$ cat config.mk
export PLATFORM = sky130hd
export DESIGN_NAME = fpu_flag_csr
export DESIGN_NICKNAME = d
export VERILOG_FILES = /design/src/rtl/fpu_lib_pkg.sv /design/src/rtl/fpu_sat_counter.sv /design/src/rtl/fpu_flag_csr.sv
export SDC_FILE = /design/constraint.sdc
export NUM_CORES = 1
export LEC_CHECK = 0
export CORE_MARGIN = 5
export CORE_UTILIZATION = 40
export CTS_CLUSTER_DIAMETER = 80
export DETAILED_ROUTE_END_ITERATION = 7
export PLACE_DENSITY = 0.6
export SYNTH_ARGS = -nofsm -noshare
export SYNTH_HDL_FRONTEND = slang
export SYNTH_SLANG_ARGS = --single-unit
$ cat constraint.sdc
create_clock -name clock -period 2.4 [get_ports clock]
set_input_delay 0.24 -clock clock [delete_from_list [all_inputs] [get_ports clock]]
set_output_delay 0.24 -clock clock [all_outputs]
set_load 0.005 [all_outputs]
$ cat src/rtl/fpu_lib_pkg.sv
// fpu_lib: shared types and constants for the fpu16 flag/status CSR block.
//   statusFlag_t   - packed exception flags, MSB..LSB = NV, DZ, OF, UF, NX
//   FLAG_*         - bit index of each flag inside statusFlag_t
//   csrAddr_t      - CSR register select encoding
//   CTRL_*_BIT     - special bit positions in the CTRL register
//   cnt_flag_idx() - maps a counter CSR address to its flag bit index
package fpu_lib;

    localparam int NUM_FLAGS = 5;

    localparam int FLAG_NV = 4;
    localparam int FLAG_DZ = 3;
    localparam int FLAG_OF = 2;
    localparam int FLAG_UF = 1;
    localparam int FLAG_NX = 0;

    localparam int CTRL_CNTCLR_BIT = 8;
    localparam int CTRL_CNTEN_BIT  = 9;

    typedef struct packed {
        logic nv;
        logic dz;
        logic of;
        logic uf;
        logic nx;
    } statusFlag_t;

    typedef enum logic [2:0] {
        CSR_FFLAGS    = 3'd0,
        CSR_FFLAGS_RC = 3'd1,
        CSR_CTRL      = 3'd2,
        CSR_CNT_NV    = 3'd3,
        CSR_CNT_DZ    = 3'd4,
        CSR_CNT_OF    = 3'd5,
        CSR_CNT_UF    = 3'd6,
        CSR_CNT_NX    = 3'd7
    } csrAddr_t;

    // Counter registers run NV..NX at addresses 3..7 while flag bits run
    // NV..NX at indices 4..0, so the flag index is 7 - address.
    function automatic logic [2:0] cnt_flag_idx(input csrAddr_t addr);
        logic [2:0] idx;
        idx = 3'd7 - 3'(addr);
        return idx;
    endfunction

endpackage

$ cat src/rtl/fpu_sat_counter.sv
// fpu_sat_counter: CNT_W-bit saturating event counter.
//   clock, reset - clock and synchronous active-high reset
//   inc_i        - count one event this cycle
//   clr_i        - clear to zero this cycle (applied before inc_i)
//   count_o      - registered count, sticks at all-ones
module fpu_sat_counter
    import fpu_lib::*;
#(
    parameter int CNT_W = 16
) (
    input  logic             clock,
    input  logic             reset,
    input  logic             inc_i,
    input  logic             clr_i,
    output logic [CNT_W-1:0] count_o
);

    logic [CNT_W-1:0] count_q;
    logic [CNT_W-1:0] count_d;
    logic [CNT_W-1:0] base_s;

    // Next count: clear first, then a saturating increment on the cleared value.
    always_comb begin
        base_s  = count_q;
        count_d = count_q;
        if (clr_i) begin
            base_s = {CNT_W{1'b0}};
        end else begin
            base_s = count_q;
        end
        if (inc_i && (base_s != {CNT_W{1'b1}})) begin
            count_d = base_s + {{(CNT_W-1){1'b0}}, 1'b1};
        end else begin
            count_d = base_s;
        end
    end

    // Count register with synchronous reset.
    always_ff @(posedge clock) begin
        if (reset) begin
            count_q <= {CNT_W{1'b0}};
        end else begin
            count_q <= count_d;
        end
    end

    assign count_o = count_q;

endmodule

$ cat src/rtl/fpu_flag_csr.sv
// fpu_flag_csr: sticky fflags accumulator, per-flag event counters and a
// maskable level interrupt for the fpu16 status interface, behind a
// req/ack CSR port with a fixed one-cycle acknowledge.
//   clock, reset  - clock and synchronous active-high reset
//   fpuDone       - completion pulse qualifying statusFlags
//   statusFlags   - flags of the completing operation
//   csrReq/csrWrite/csrAddr/csrWData - CSR request (strobe, dir, select, data)
//   csrAck        - registered acknowledge, one cycle after csrReq
//   csrRData      - read data valid with csrAck, zero otherwise
//   flagIrq       - registered |(fflags & irqMask)
module fpu_flag_csr
    import fpu_lib::*;
#(
    parameter int CNT_W  = 16,
    parameter int DATA_W = 16
) (
    input  logic              clock,
    input  logic              reset,
    input  logic              fpuDone,
    input  statusFlag_t       statusFlags,
    input  logic              csrReq,
    input  logic              csrWrite,
    input  logic [2:0]        csrAddr,
    input  logic [DATA_W-1:0] csrWData,
    output logic              csrAck,
    output logic [DATA_W-1:0] csrRData,
    output logic              flagIrq
);

    logic [NUM_FLAGS-1:0] fflags_q,   fflags_d;
    logic [NUM_FLAGS-1:0] irq_mask_q, irq_mask_d;
    logic                 count_en_q, count_en_d;
    logic                 ack_q,      ack_d;
    logic [DATA_W-1:0]    rdata_q,    rdata_d;
    logic                 irq_q,      irq_d;

    logic [NUM_FLAGS-1:0] flags_s;
    logic [NUM_FLAGS-1:0] fflags_base_s;
    logic [NUM_FLAGS-1:0] cnt_inc_s;
    logic                 cnt_clr_s;
    logic                 wr_s;
    logic                 rd_s;
    csrAddr_t             addr_s;
    logic [CNT_W-1:0]     cnt_s [NUM_FLAGS];

    assign flags_s = statusFlags;
    assign addr_s  = csrAddr_t'(csrAddr);
    assign wr_s    = csrReq &  csrWrite;
    assign rd_s    = csrReq & ~csrWrite;

    // CSR side effects and flag capture; CSR write/clear forms the base so
    // flags from a same-cycle completion are ORed in afterwards and never lost.
    always_comb begin
        fflags_base_s = fflags_q;
        irq_mask_d    = irq_mask_q;
        count_en_d    = count_en_q;
        cnt_clr_s     = 1'b0;
        if (wr_s && (addr_s == CSR_FFLAGS)) begin
            fflags_base_s = csrWData[NUM_FLAGS-1:0];
        end else if (rd_s && (addr_s == CSR_FFLAGS_RC)) begin
            fflags_base_s = {NUM_FLAGS{1'b0}};
        end else begin
            fflags_base_s = fflags_q;
        end
        if (wr_s && (addr_s == CSR_CTRL)) begin
            irq_mask_d = csrWData[NUM_FLAGS-1:0];
            count_en_d = csrWData[CTRL_CNTEN_BIT];
            cnt_clr_s  = csrWData[CTRL_CNTCLR_BIT];
        end else begin
            irq_mask_d = irq_mask_q;
            count_en_d = count_en_q;
            cnt_clr_s  = 1'b0;
        end
        if (fpuDone) begin
            fflags_d = fflags_base_s | flags_s;
        end else begin
            fflags_d = fflags_base_s;
        end
        irq_d = |(fflags_d & irq_mask_d);
    end

    // Increment gating uses the countEn value in force during the event.
    assign cnt_inc_s = (fpuDone && count_en_q) ? flags_s : {NUM_FLAGS{1'b0}};

    // Read mux: sees pre-update state; write acks return zero.
    always_comb begin
        ack_d   = csrReq;
        rdata_d = {DATA_W{1'b0}};
        if (rd_s) begin
            case (addr_s)
                CSR_FFLAGS, CSR_FFLAGS_RC: rdata_d = DATA_W'(fflags_q);
                CSR_CTRL: begin
                    rdata_d = DATA_W'(irq_mask_q);
                    rdata_d[CTRL_CNTEN_BIT] = count_en_q;
                end
                CSR_CNT_NV, CSR_CNT_DZ, CSR_CNT_OF, CSR_CNT_UF, CSR_CNT_NX:
                    rdata_d = DATA_W'(cnt_s[cnt_flag_idx(addr_s)]);
                default: rdata_d = {DATA_W{1'b0}};
            endcase
        end else begin
            rdata_d = {DATA_W{1'b0}};
        end
    end

    // State and output registers.
    always_ff @(posedge clock) begin
        if (reset) begin
            fflags_q   <= {NUM_FLAGS{1'b0}};
            irq_mask_q <= {NUM_FLAGS{1'b0}};
            count_en_q <= 1'b1;
            ack_q      <= 1'b0;
            rdata_q    <= {DATA_W{1'b0}};
            irq_q      <= 1'b0;
        end else begin
            fflags_q   <= fflags_d;
            irq_mask_q <= irq_mask_d;
            count_en_q <= count_en_d;
            ack_q      <= ack_d;
            rdata_q    <= rdata_d;
            irq_q      <= irq_d;
        end
    end

    for (genvar g = 0; g < NUM_FLAGS; g++) begin : g_cnt
        fpu_sat_counter #(
            .CNT_W (CNT_W)
        ) u_cnt (
            .clock   (clock),
            .reset   (reset),
            .inc_i   (cnt_inc_s[g]),
            .clr_i   (cnt_clr_s),
            .count_o (cnt_s[g])
        );
    end

    assign csrAck   = ack_q;
    assign csrRData = rdata_q;
    assign flagIrq  = irq_q;

endmodule

Word level (Yosys, flattened, before mapping)
Cells that the tools add are included.
- $add $sub $neg: 6
- $lt $le $gt $ge: 1
- equality and inequality tests: 12
- muxes and demuxes: 20
- bitwise gates (word level): 7
- reductions and logical operators: 14
- operator list (kind ; count):
    $mux W16 ; 12
    $add A16 B1 Y16 const B ; 5
    $ne A16 B16 Y1 const B ; 5
    $bmux W16 S3 ; 1
    $pmux W16 S3 ; 1
    $mux W5 ; 5
    $eq A3 B3 Y1 const B ; 4
    $reduce_or A5 Y1 ; 2
    $logic_and A1 B1 Y1 ; 9
    $eq A3 B2 Y1 const B ; 2
    $and A5 B5 Y5 ; 1
    $or A5 B5 Y5 ; 1
    $ge A4 B4 Y1 const B ; 1
    $not A3 Y4 ; 1
    $reduce_or A2 Y1 ; 2
    $eq A3 B1 Y1 const B ; 1
    $logic_not A3 Y1 ; 1
    $sub A3 B3 Y3 const A ; 1
    $and A1 B1 Y1 ; 2
    $not A1 Y1 ; 2
    $mux W1 ; 1
- bits in registers: 109
- output and inout port bits: 18

Depth between registers and ports, before layout
- depth in word-level cells: 9
- mapped depth: 9
- mapped depth without buffers: 6

Hierarchy
From an unflattened synthesis, not the netlist that was laid out.
- cell total of the unflattened synthesis: 684
- area, all modules: 6045.8 sq um
- modules (own cells, without submodules) (module ; instances ; cells an instance ; area each (sq um) ; sequential area each (sq um)):
    fpu_sat_counter ; 5 ; 103 ; 862.1 ; 320.3
    fpu_flag_csr ; 1 ; 169 ; 1735.4 ; 580.6

Least setup slack after synthesis
OpenSTA, ideal clock, no wires.
- path type: register -> register
- from: reg count_en_q
- to: reg g_cnt[3].u_cnt.count_q[11]
- data arrival time: 1.643 ns
- required time: 2.272 ns
- slack: 0.629 ns
- stages on the path, launching flop included: 10
- clock period less this slack: 1.771 ns
- path through: dfxtp_1 -> buf_4 -> and4_1 -> clkbuf_2 -> and4_1 -> clkbuf_2 -> and4bb_2 -> nand4_1 -> xnor2_1 -> nor2_1
- cells in the longest elaborated chain, start to end: 4
- RTL lines (what ; RTL line ; RTL):
    start, declared ; fpu_flag_csr.sv:32 ; logic count_en_q, count_en_d;
    start signal, assigned ; fpu_flag_csr.sv:117 ; count_en_q <= count_en_d;
    $logic_and A1 B1 Y1 ; fpu_flag_csr.sv:83 ; assign cnt_inc_s = (fpuDone && count_en_q) ? flags_s : {NUM_FLAGS{1'b0}};
    $mux W5 ; fpu_flag_csr.sv:83 ;
    $logic_and A1 B1 Y1 ; fpu_sat_counter.sv:31 ; if (inc_i && (base_s != {CNT_W{1'b1}})) begin
    $mux W16 ; fpu_sat_counter.sv:31 ;
    end signal, assigned ; fpu_sat_counter.sv:41 ; count_q <= {CNT_W{1'b0}};
    end signal, assigned ; fpu_sat_counter.sv:43 ; count_q <= count_d;
    end, declared ; fpu_sat_counter.sv:18 ; logic [CNT_W-1:0] count_q;
No other way between the ends.
A chain may end at the register's enable or synchronous reset.

Final worst setup path
- from: in fpuDone
- to: reg g_cnt[1].u_cnt.count_q[4]
- cells in the longest elaborated chain, start to end: 4
- RTL lines (what ; RTL line ; RTL):
    start, declared ; fpu_flag_csr.sv:19 ; input logic fpuDone,
    $logic_and A1 B1 Y1 ; fpu_flag_csr.sv:83 ;
    $mux W5 ; fpu_flag_csr.sv:83 ;
    $logic_and A1 B1 Y1 ; fpu_sat_counter.sv:31 ;
    $mux W16 ; fpu_sat_counter.sv:31 ;
    end signal, assigned ; fpu_sat_counter.sv:41 ;
    end signal, assigned ; fpu_sat_counter.sv:43 ;
    end, declared ; fpu_sat_counter.sv:18 ;
No other way between the ends.

==> summary.txt <==
Setup path
  – Buffers & Inverters on Critical Path: 2
  – Slowest CP cell: clkdlybuf4s50_1
  – Crit start category: primary input
  – Max stage delay on crit path: approximately 0.63 ns
  – Critical Path Source: fpuDone
  – Crit path capture type: register
  – Family with the most delay on the worst path: buffers and inverters
  – Crit path required time: 2.69 ns
  – Most common cell on crit path: nor2_1
  – Reg2reg start: count_en_q
  – CP Cell Sequence: clkdlybuf4s50_1 > buf_4 > and3_1 > nand2_1 > nor2_1 > o21a_1 > mux2_2 > nor2_1
  – Worst Path Max Fanout: 7
  – Critical path class: in2reg
  – Critical path data arrival time: 2.28 ns

Timing
  – Setup TNS Final: 0 ns
  – RSZ-0062 raised after global routing: false
  – Post-layout minimum cycle time: approximately 2.0 ns
  – Slew HR: 48.6%
  – Fmax: 503 MHz
  – Worst hold slack: 0.479 ns
  – Slew Limit Fails: 0
  – Tcrit/Tclk final: 82.8%
  – Fin. Hold Viols: 0
  – Finish-stage setup viols: 0
  – Worst-Margin Slew: 0.770 ns
  – Worst Clk Skew: 0.0128 ns

Route
  – Initial drt markers: 381
  – Remaining antenna violation count: 0
  – Vias: between 4,000 and 5,000
  – DRC: 0
  – DRT Pass-1 Iters: 5
  – DR vias/cell: 5.60
  – WL per Instance: 16.9 um
  – Routed wire length: 14,700 um

Clocking
  – Clk root buf: clkbuf_16
  – Gates resized, CTS repair: 0
  – Clock sink total: approximately 110
  – Hold-fix buffers at CTS: 0
  – Clock buffer depth: 2
  – Clk slew on worst S/H paths: 0.07 ns
  – Post-CTS setup buffer count: 0
  – Worst skew pair latency: about 0.36 ns
  – TritonCTS Buffers: 9
  – H-Tree Level Count: 3
  – CTS tree: yes

Logic synthesis
  – Syn_nets: 665
  – Complex-gate fraction of the synthesized area: between 10% and 20%
  – Post-Synth Simple-Gate Area: 27.7%
  – Post-synthesis adder-cell area fraction: 0%
  – Count of unique library cells instantiated by Yosys: 61
  – Mux cell area share after synthesis: 7.09%
  – Number of synthesized flops with an enable pin: 0
  – Post-Syn Area: 5420 um^2
  – Post-synth top area cell: dfxtp_1
  – XOR/XNOR share of the synthesized area: 8.24%
  – Register area share after synthesis: around two fifths
  – Top post-synthesis cells by area: dfxtp_1 40%, nor2_1 7.4%, mux4_2 5.4%, nand2_1 5.4%, xor2_1 5.2%
  – Syn Inst Count: 636
  – YS warnings: 0
  – Top cell type's share of synthesized area: 40.3%
  – Avg Cell Area, Syn: ~8.5 um^2
  – Fraction of registers with async set/reset: 0%
  – Largest family of logic cells by synthesized area: simple AND/OR/NAND/NOR gates
  – FF+latch count, synth: 109
  – Dominant synthesized flop cell: dfxtp_1

Power and ir drop
  – Pint: 2.97 mW
  – Sequential power share: 48.0%
  – Sw Ratio: a little under a quarter
  – Clock Power Share: 44.9%
  – Leak: approximately 2.2 nW
  – VDD IR max: 0.000348 V
  – Comb power frac: between 7 and 8%
  – Power per cell area: about 590 nW/um^2
  – Psw: approximately 900 uW

Layout
  – Multi-input logic area: approximately 3100 um^2
  – Fillcell total: 1,292
  – Register area: 2180 um^2
  – Layout Nets: ~720
  – Diodes inserted: 0
  – Non-filler cells, final: 868
  – Area grow syn2layout: 20.5%
  – Layout cell share with drive strength beyond 1: 11.8%

Die
  – Initial Util: 40.9%
  – Row Count: 42
  – Top-level I/O count: 47
  – Core box area: 13,200 um^2
  – Chip height: 126 um
  – Die area: 16,000 um^2
  – Die width: approximately 130 um

Global route
  – Initial antenna violation count: 0
  – Vias in the first global route: 4,469
  – Global route overflow: 0
  – GR Util All Layers: 18.3%
  – Pin count of the biggest net entering global routing: 32
  – First-pass GRT wire length: 23,300 um

Hold path
  – Min-Delay Path Class: in2reg
  – Hold Crit Start: csrWData[9]

Placement
  – GP Congestion: 0.904
  – Post-DP HPWL: 11,200 um
  – IO Port Bufs: 37
  – Cell Count Post-Placement: 852

Run status
  – Status: finished, final reports clean

Flow run
  – Max-cap violations: 0
==> per-layer routing <==
| layer | track usage, % | part of all wire (%) | vias to the layer above | wire [um] |
|---|---|---|---|---|
| met2 | 29.0 | 47 | 146 | 6890 |
| met3 | 4.62 | 5.4 | 19 | 793 |
| met1 | 24.6 | 46 | 2315 | 6720 |
| met4 | 5.62 | 2.0 | 0 | 293 |
| met5 | 0 | 0 | - | 0 |
| li1 | - | - | 2378 | - |
==> cell type report <==
class	count	share of cell area [%]
Clock buffer	9	3.45
Clock inverter	7	1.86
Inverter	10	0.575
Multi-Input combinational cell	486	47.0
Sequential cell	109	33.4
Tap cell	176	3.37
Timing Repair Buffer	71	10.3
==> through the flow <==
stage / power [mW] / setup WS (ns) / utilization, % / area, um^2
after global routing: 3.99 / 0.331 / 49.3 / 6530
after global placement: 2.16 / 0.0944 / 46.7 / 6180
after CTS: 3.89 / 0.445 / 49.3 / 6530
final: 3.85 / 0.413 / 49.3 / 6530
after detailed placement: 2.16 / 0.0771 / 46.7 / 6180
after floorplan: 2.04 / 0.629 / - / 5420
==> registers in the layout (all words and copies together) (netlist names) <==
signal,cells
fflags_q,5
irq_mask_q,5
csrAck,1
flagIrq,1
csrRData,16
g_cnt.u_cnt.count_o,80
count_en_q,1
==> cells by family (layout without fill, tap and decap cells) <==
kind of cell | Yosys count | in the layout
flip-flops | 109 | 109
multiplexers | 22 | 22
AND/OR/NAND/NOR | 302 | 302
XOR/XNOR | 51 | 51
AO/OA/AOI/OAI | 111 | 111
buffers and inverters | 41 | 97
==> synth_stat cells, types with 3 or more instances <==
cell type and count:
a211oi_1 7, mux2i_1 8, a31oi_1 9, or3_1 4, clkbuf_1 21, nand4_1 25, o21a_1 3, nand2b_1 4
and4_1 8, dfxtp_1 109, buf_2 3, or2_2 3, nor2b_1 3, nor3_1 14, o21ai_0 14, a21oi_1 29
o31a_1 3, a22oi_1 16, and3_1 8, a41oi_1 5, xor2_1 32, nand3_1 26, nand2_1 78, inv_1 9
nor3b_1 3, buf_4 3, xnor2_1 19, o22ai_1 9, mux4_2 13, nor2_1 107
==> worst reg2reg max path, cell delays in order (launching register included) <==
cell     delay, ns
dfxtp_1       0.51
nand3_1       0.20
a311o_1       0.43
nor4_4        0.36
nand3_1       0.13
xor2_1        0.15
nor2_1        0.06
==> layout by cell type (no fill, tap or decap), types with 3 or more instances in the layout <==
cell	count
nand4_1	25
a22oi_1	16
xnor2_1	19
nor3b_1	3
nor3_1	14
buf_12	4
nand2_1	77
clkdlybuf4s50_1	37
mux2i_1	8
a211oi_1	7
a41oi_1	5
inv_1	9
clkbuf_16	9
or2_2	3
mux4_2	13
o22ai_1	9
o21a_1	3
o21ai_0	14
o31a_1	3
and4_1	8
buf_4	30
dfxtp_1	109
nor2b_1	3
bufinv_16	3
and3_1	8
or3_1	4
nand2b_1	4
a31oi_1	9
nand3_1	26
a21oi_1	29
xor2_1	32
nor2_1	107
==> power groups by stage <==
stage / Combinational [mW] / Clock (mW) / Sequential (mW)
finish: 0.273 / 1.73 / 1.85
global route: 0.296 / 1.84 / 1.85
CTS: 0.271 / 1.77 / 1.85
detailed placement: 0.270 / 0 / 1.89
global placement: 0.267 / 0 / 1.89
floorplan: 0.156 / 0 / 1.89
==> path summary, 6_finish.rpt <==
kind	slack [ns]	endpoint	depth (start not counted)
max	0.41	g_cnt[1].u_cnt.count_o[4]	8
min	0.48	count_en_q	3
max reg2reg	0.45	g_cnt[0].u_cnt.count_o[10]	6
min reg2reg	0.49	irq_mask_q[4]	2
(Power assumes the default switching activity.)
